[config.mk]
export PLATFORM = sky130hd
export DESIGN_NAME = egg_timer_controller_flat
export DESIGN_NICKNAME = d
export VERILOG_FILES = /design/src/rtl/egg_timer_controller_if.sv /design/src/rtl/egg_timer_controller.sv /design/src/flat_wrapper.sv
export SDC_FILE = /design/constraint.sdc
export NUM_CORES = 1
export LEC_CHECK = 0
export BUFFER_PORTS_ARGS = -buffer_cell sky130_fd_sc_hd__buf_2
export CORE_AREA = 10 10 47 49
export DETAILED_ROUTE_END_ITERATION = 8
export DIE_AREA = 0 0 57 59
export GPL_TIMING_DRIVEN = 0
export PLACE_DENSITY_LB_ADDON = 0.12
export SLEW_MARGIN = 20
export SYNTH_ARGS = -nofsm -noshare
export SYNTH_HDL_FRONTEND = slang
export SYNTH_SLANG_ARGS = --single-unit
[constraint.sdc]
create_clock -name clk -period 1.54 [get_ports clk]
set_input_delay 0.077 -clock clk [delete_from_list [all_inputs] [get_ports clk]]
set_output_delay 0.077 -clock clk [all_outputs]
set_load 0.02 [all_outputs]
[src/rtl/egg_timer_controller_if.sv]
// ---------------------------------------------------------------------------
// egg_timer_controller_if
//
// Purpose:
//   This bundle carries the push buttons into the egg timer mode FSM and the
//   mode code back out to the datapath.
//
// Signals:
//   key[2:0]   The push buttons, where 1 means pressed.
//              key[0] is an asynchronous active-high reset.
//              key[1] is advance/set.
//              key[2] is start/pause.
//   state[3:0] The current mode code, driven straight from the FSM register.
//
// Handshake:
//   There is no valid/ready pair. The buttons are level inputs that are
//   sampled on every rising clk edge. state is a registered level output,
//   so a consumer may sample it on any edge.
//
// Modports:
//   master  The button source and state consumer (the board or the bench).
//   slave   The controller itself.
// ---------------------------------------------------------------------------
interface egg_timer_controller_if;
    logic [2:0] key;
    logic [3:0] state;

    modport master (output key, input state);
    modport slave  (input key, output state);
endinterface

[src/rtl/egg_timer_controller.sv]
// ---------------------------------------------------------------------------
// egg_timer_controller
//
// Purpose:
//   This is the top-level mode FSM of the egg timer. It steps the user through
//   the modes clear -> set seconds -> set minutes -> ready -> run/pause, using
//   two push buttons. It holds no counters and no time values. The 4-bit state
//   code tells the datapath what to do.
//
// Ports:
//   clk  The system clock. All state changes happen on its rising edge.
//   io   An egg_timer_controller_if slave.
//        io.key[0] is the asynchronous active-high reset.
//        io.key[1] is advance/set.
//        io.key[2] is start/pause.
//        io.state is the registered mode code, which doubles as the debug view.
//
// Mode codes:
//   RESET   = 0000
//   SET_SEC = 0001
//   SET_MIN = 0010
//   READY   = 0011
//   RUN     = 0100
//   PAUSE   = 0101
//   Any other code returns to RESET on the next edge.
// ---------------------------------------------------------------------------
module egg_timer_controller (
    input  logic                  clk,
    egg_timer_controller_if.slave io
);

    localparam logic [3:0] ST_RESET   = 4'b0000;
    localparam logic [3:0] ST_SET_SEC = 4'b0001;
    localparam logic [3:0] ST_SET_MIN = 4'b0010;
    localparam logic [3:0] ST_READY   = 4'b0011;
    localparam logic [3:0] ST_RUN     = 4'b0100;
    localparam logic [3:0] ST_PAUSE   = 4'b0101;

    logic       rst;
    logic [3:0] state_q;
    logic [3:0] state_d;
    logic       hist_adv;    // previous sample of key[1]
    logic       hist_start;  // previous sample of key[2]
    logic       press_adv;
    logic       press_start;

    assign rst = io.key[0];

    // A press is the rising edge of a button, seen on one clock only.
    // The history registers come out of reset as 1. Because of this, a button
    // held down across reset does not look like a fresh press afterwards.
    assign press_adv   = io.key[1] & ~hist_adv;
    assign press_start = io.key[2] & ~hist_start;

    always_comb begin
        state_d = state_q;
        case (state_q)
            ST_RESET:   state_d = ST_SET_SEC;
            ST_SET_SEC: if (press_adv) state_d = ST_SET_MIN;
            ST_SET_MIN: if (press_adv) state_d = ST_READY;
            // In READY and PAUSE, start/pause takes priority over advance.
            ST_READY: begin
                if (press_start)    state_d = ST_RUN;
                else if (press_adv) state_d = ST_SET_SEC;
            end
            ST_RUN:     if (press_start) state_d = ST_PAUSE;
            ST_PAUSE: begin
                if (press_start)    state_d = ST_RUN;
                else if (press_adv) state_d = ST_SET_SEC;
            end
            default:    state_d = ST_RESET;
        endcase
    end

    always_ff @(posedge clk or posedge rst) begin
        if (rst) begin
            state_q    <= ST_RESET;
            hist_adv   <= 1'b1;
            hist_start <= 1'b1;
        end else begin
            state_q    <= state_d;
            hist_adv   <= io.key[1];
            hist_start <= io.key[2];
        end
    end

    assign io.state = state_q;

endmodule

[src/flat_wrapper.sv]
// flat-port wrapper written by rule: the top's interface ports become plain ports
module egg_timer_controller_flat 
  (clk, io_key, io_state);
  egg_timer_controller_if io_i ();
  input  logic clk;
  input wire logic [$bits(io_i.key)-1:0] io_key;
  output wire logic [$bits(io_i.state)-1:0] io_state;
  assign io_i.key = io_key;
  assign io_state = io_i.state;
  egg_timer_controller u_core (.clk(clk), .io(io_i));
endmodule
# Word-level counts from Yosys, hierarchy flattened
# Index checks and enable logic that the tools add are counted.
word_totals:
  reg_bits: 6
  inputBits: 4
  out_inout_bits: 4
  word_cells: 25
classes:
  n_eq_ne: 9
  muxes: 6
  bitwise_logic: 4
  n_reduce_logical: 3
ops:
  columns: ["operator", "n"]
  rows:
  - ["$mux 4", 5]
  - ["$pmux 4 s5", 1]
  - ["$eq 4x2->1 const B", 2]
  - ["$eq 4x3->1 const B", 2]
  - ["$ne 2x1->1 const B", 3]
  - ["$eq 4x1->1 const B", 1]
  - ["$logic_not 4->1", 1]
  - ["$reduce_and 4->1", 1]
  - ["$ne 3x1->1 const B", 1]
  - ["$and 1x1->1", 2]
  - ["$not 1->1", 2]
  - ["$reduce_or 2->1", 1]

# Longest topological paths before layout
logic_depth:
  depth_word: 5
  depth_mapped: 3
  ltp_nobuf: 3

# Least setup slack after synthesis
# No wires, ideal clock.
synth_timing:
  kind: "flip-flop to flip-flop"
  startpoint: "register u_core.state_q[0], in the netlist u_core.io.state[0]"
  endpoint: "register u_core.state_q[0], in the netlist u_core.io.state[0]"
  setup_time_ps: 104
  arrival_ps: 1002
  t_required_ps: 1436
  slack_ps: 434
  stages_incl_launch_ff: 4
  n_path_buf: 0
  synth_period_minus_slack_ps: 1106
  cell_sequence: "dfrtp_1 and3b_4 a211o_1 o311ai_1"
synth_between:
  elab_chain_cells: 4
  word_cells_on_any_way: 13
  classes_between: "9 x eq/ne; 1 x mux; 3 x reduce/logical"
synth_rtl:
  columns: ["element", "line_no", "rtl"]
  rows:
  - ["start, declared", "egg_timer_controller.sv:40", "logic [3:0] state_q;"]
  - ["start signal, assigned", "egg_timer_controller.sv:81", "state_q <= state_d;"]
  - ["$eq 4x2->1 / $eq 4x3->1 (equally long branches)", "egg_timer_controller.sv:57", "case (state_q)"]
  - ["$reduce_or 2->1 (no source line)", null, null]
  - ["$ne 3x1->1 (no source line)", null, null]
  - ["$reduce_and 4->1 (no source line)", null, null]
# Several ways; a longest one is shown, not always the timed one.
# A chain may end at the register's enable or synchronous reset.

# Worst setup path in the final report
layout_timing:
  startpoint: "register u_core.hist_adv"
  endpoint: "register u_core.state_q[0], in the netlist u_core.io.state[0]"
layout_between:
  elab_chain_cells: 4
  word_cells_on_any_way: 6
  classes_between: "3 x eq/ne; 2 x bitwise; 1 x reduce/logical"
layout_rtl:
  columns: ["element", "line_no", "rtl"]
  rows:
  - ["start, declared", "egg_timer_controller.sv:42", "logic hist_adv;"]
  - ["start signal, assigned", "egg_timer_controller.sv:82", "hist_adv <= io.key[1];"]
  - ["$not 1->1 *", "egg_timer_controller.sv:52", "assign press_adv = io.key[1] & ~hist_adv;"]
  - ["$and 1x1->1 *", "egg_timer_controller.sv:52", null]
  - ["$ne 3x1->1 (no source line) / $ne 2x1->1 (equally long branches)", null, null]
  - ["$reduce_and 4->1 (no source line) *", null, null]
# Mark *: on every way between the ends. The rest lies on a longest branch, timed or not.

==> results.yml <==
status:
  outcome: "finished, final reports clean"
yosys:
  synth_warnings: 0
  synth.avg_cell_area_um2: 10.7
  synthSimpleGateAreaFrac_pct: 20.6
  synth_top_family_by_area: "simple AND/OR/NAND/NOR gates"
  syn_inst: 22
  ys_seq_area_share_pct: 54.0
  synthMuxAreaShare_pct: 0
  syn-num-nets: 26
  synth_area_um2: 236
  synth_cell_types: 17
  synth_seq_cells: 5
  synth_compound_area_share_pct: 15.3
  synth_fa_ha_area_share_pct: 0
  synthXorXnorAreaFrac_pct: 3.70
critical_path:
  critPathMaxFanout: 3
  crit_chain: "and3b_4, a211o_1, o311ai_1"
  worstSetupEndpointType: "register"
  slowest_delay_ns: 0.51
  arrival_ns: 1.28
  worstSetupPathType: "register to register"
  slowest_stage: "dfstp_2"
  cp_data_required_time_ns: 1.67
  start_kind: "register"
cells_and_area:
  postLayoutCoreUtil_pct: 24.5
  layout_commonest_cell: "buf_2"
  insertedDiodeCount: 0
  multi_input_area_um2: 97.6
  fin_area_um2: 343
  area_growth_pct: 45.0
  num-fill-cells: 165
  drive_gt1_share_pct: 37.1
  fin_nets: 40
  final_cell_mix: "buf_2, nand2b_1, clkbuf_4, dlygate4sd3_1, dfrtp_1"
  seqCellArea_um2: 128
route:
  ant_nets: 0
  drc: 0
  dr.pass1.iters: 2
  routed_via_density: 3.75
  drt_wl_total_um: 488
  via_count: 191
  wl_per_cell_um: 9.57
  drt_iter0_markers: 1
global_route:
  grt_pass1_wl_um: 710
  grt_util_all_layers_pct: 2.99
  overflow: 0
  antenna_found_initial: 0
  grt_max_degree: 8
  first_global_vias: 185
clock_network:
  postCtsResizedCells: 0
  cts_buffers: 3
  clockBufferDepth: 2
  clkTransAtPathRegs_ns: 0.04
  cts_tree: "done"
  cts_htree_levels: 1
  cts_num_sinks: 5
  cts_root_buffer: "clkbuf_4"
  clock_latency_ns: 0.24
timing:
  hold_viol: 0
  timing.setup.tns_ns: 0
  grt_setup_unrepaired: "no"
  setup-violations-final: 0
  skew_ns: 0.000414
  max_freq_mhz: 872
  post-route-period-util_pct: 74.4
  final.min_clock_period_ns: 1.15
  final.setup.worst_slack_ns: 0.393
  slew_viol_final: 0
power_and_ir_drop:
  p_leak_nw: 0.160
  vdd_drop_max_mv: 0.520
  power.density_mw_per_mm2: 1770
placement:
  placed_area_um2: 287
  io_buffers: 6
  dp_slack_ns: 0.393
  place_congestion: 0.587
floorplan:
  die_w_um: 57
  ios: 8
  core_mm2: 0.00140
  start_util_pct: 16.9
  die_h_um: 59
  rows: 14
  die-area_mm2: 0.00336
min_path:
  hold_path_class: "input pin to async pin"
job:
  cap_violations: 0
==> through the flow <==
| step | total power, mW | hold WS, ns | std cells |
|---|---|---|---|
| after floorplan | 0.388 | -0.146 | 22 |
| after global placement | 0.464 | -0.0239 | 44 |
| final | 0.607 | 0.272 | 51 |
| after CTS | 0.625 | 0.265 | 51 |
| after global routing | 0.656 | 0.308 | 51 |
| after detailed placement | 0.461 | -0.0202 | 44 |
==> cell usage after synthesis <==
library cell	number	area share, %
buf_4	1	3.2
nand2_1	1	1.6
nor2_1	1	1.6
dfstp_2	2	22
nand3_1	1	2.1
a211o_1	1	3.7
xor2_1	1	3.7
o22ai_1	1	2.6
o21a_1	1	3.2
conb_1	1	1.6
nor3_1	1	2.1
inv_1	1	1.6
o311ai_1	1	3.7
dfrtp_1	3	32
a21oi_1	1	2.1
nand2b_1	3	7.9
and3b_4	1	5.3
==> worst max-delay path, delay by kind of cell (launching register included) <==
kind | cells | cell delay, ns
flops | 1 | 0.51
compound gates | 2 | 0.33
simple gates | 1 | 0.20
==> final cells by class <==
type                    instances  area share, %
flip-flops and latches          5           37.2
inverters                       1           1.09
multi-input cells              15           28.5
plain buffers                   1           2.19
clock buffers                   4           7.66
repair buffers                  9           17.5
well taps                      16           5.84
==> layer usage <==
layer / up-vias / routed length, um / track usage [%]
met1: 84 / 227 / 2.64
met5: - / 0 / 0
met4: 0 / 0 / 4.03
met3: 0 / 53 / 1.93
li1: 101 / - / -
met2: 6 / 207 / 4.03
==> path summary, 6_finish.rpt <==
kind | from | cells after the start | endpoint | slack, ns
max | u_core.hist_adv$_DFF_PP1_ | 3 | u_core.io.state[0]$_DFFE_PP0P_ | 0.39
min | io_key[0] | 3 | u_core.io.state[0]$_DFFE_PP0P_ | 0.27
max reg2reg | u_core.hist_adv$_DFF_PP1_ | 3 | u_core.io.state[0]$_DFFE_PP0P_ | 0.39
min reg2reg | u_core.io.state[2]$_DFFE_PP0P_ | 1 | u_core.io.state[1]$_DFFE_PP0P_ | 0.56
max in group asynchronous | io_key[0] | 3 | u_core.hist_start$_DFF_PP1_ | 1.03
min in group clk | io_key[2] | 2 | u_core.hist_start$_DFF_PP1_ | 0.50
==> power breakdown <==
part           total, mW  internal [mW]  switching, mW
Combinational      0.231          0.108          0.123
Sequential         0.230          0.174         0.0556
Clock              0.146         0.0976         0.0484
Total              0.607          0.380          0.227
==> flip-flops by register name, summed over array words and instances (netlist names) <==
register / cells
u_core.io.state: 3
u_core.hist_start: 1
u_core.hist_adv: 1
==> cells by family (layout without fill, tap and decap cells) <==
family | count (synthesis) | count (layout)
AND/OR/NAND/NOR | 8 | 8
buffers and inverters | 2 | 15
AO/OA/AOI/OAI | 5 | 5
XOR/XNOR | 1 | 1
other | 1 | 1
flip-flops | 5 | 5
==> repair_timing <==
action | CTS | global route
setup endpoints to repair | 0 | 0
endpoints found under the hold margin | 7 | 0
buffers inserted | 0 | 0
hold buffers | 3 | 0
No activity file was read; power rests on OpenSTA's default activity.
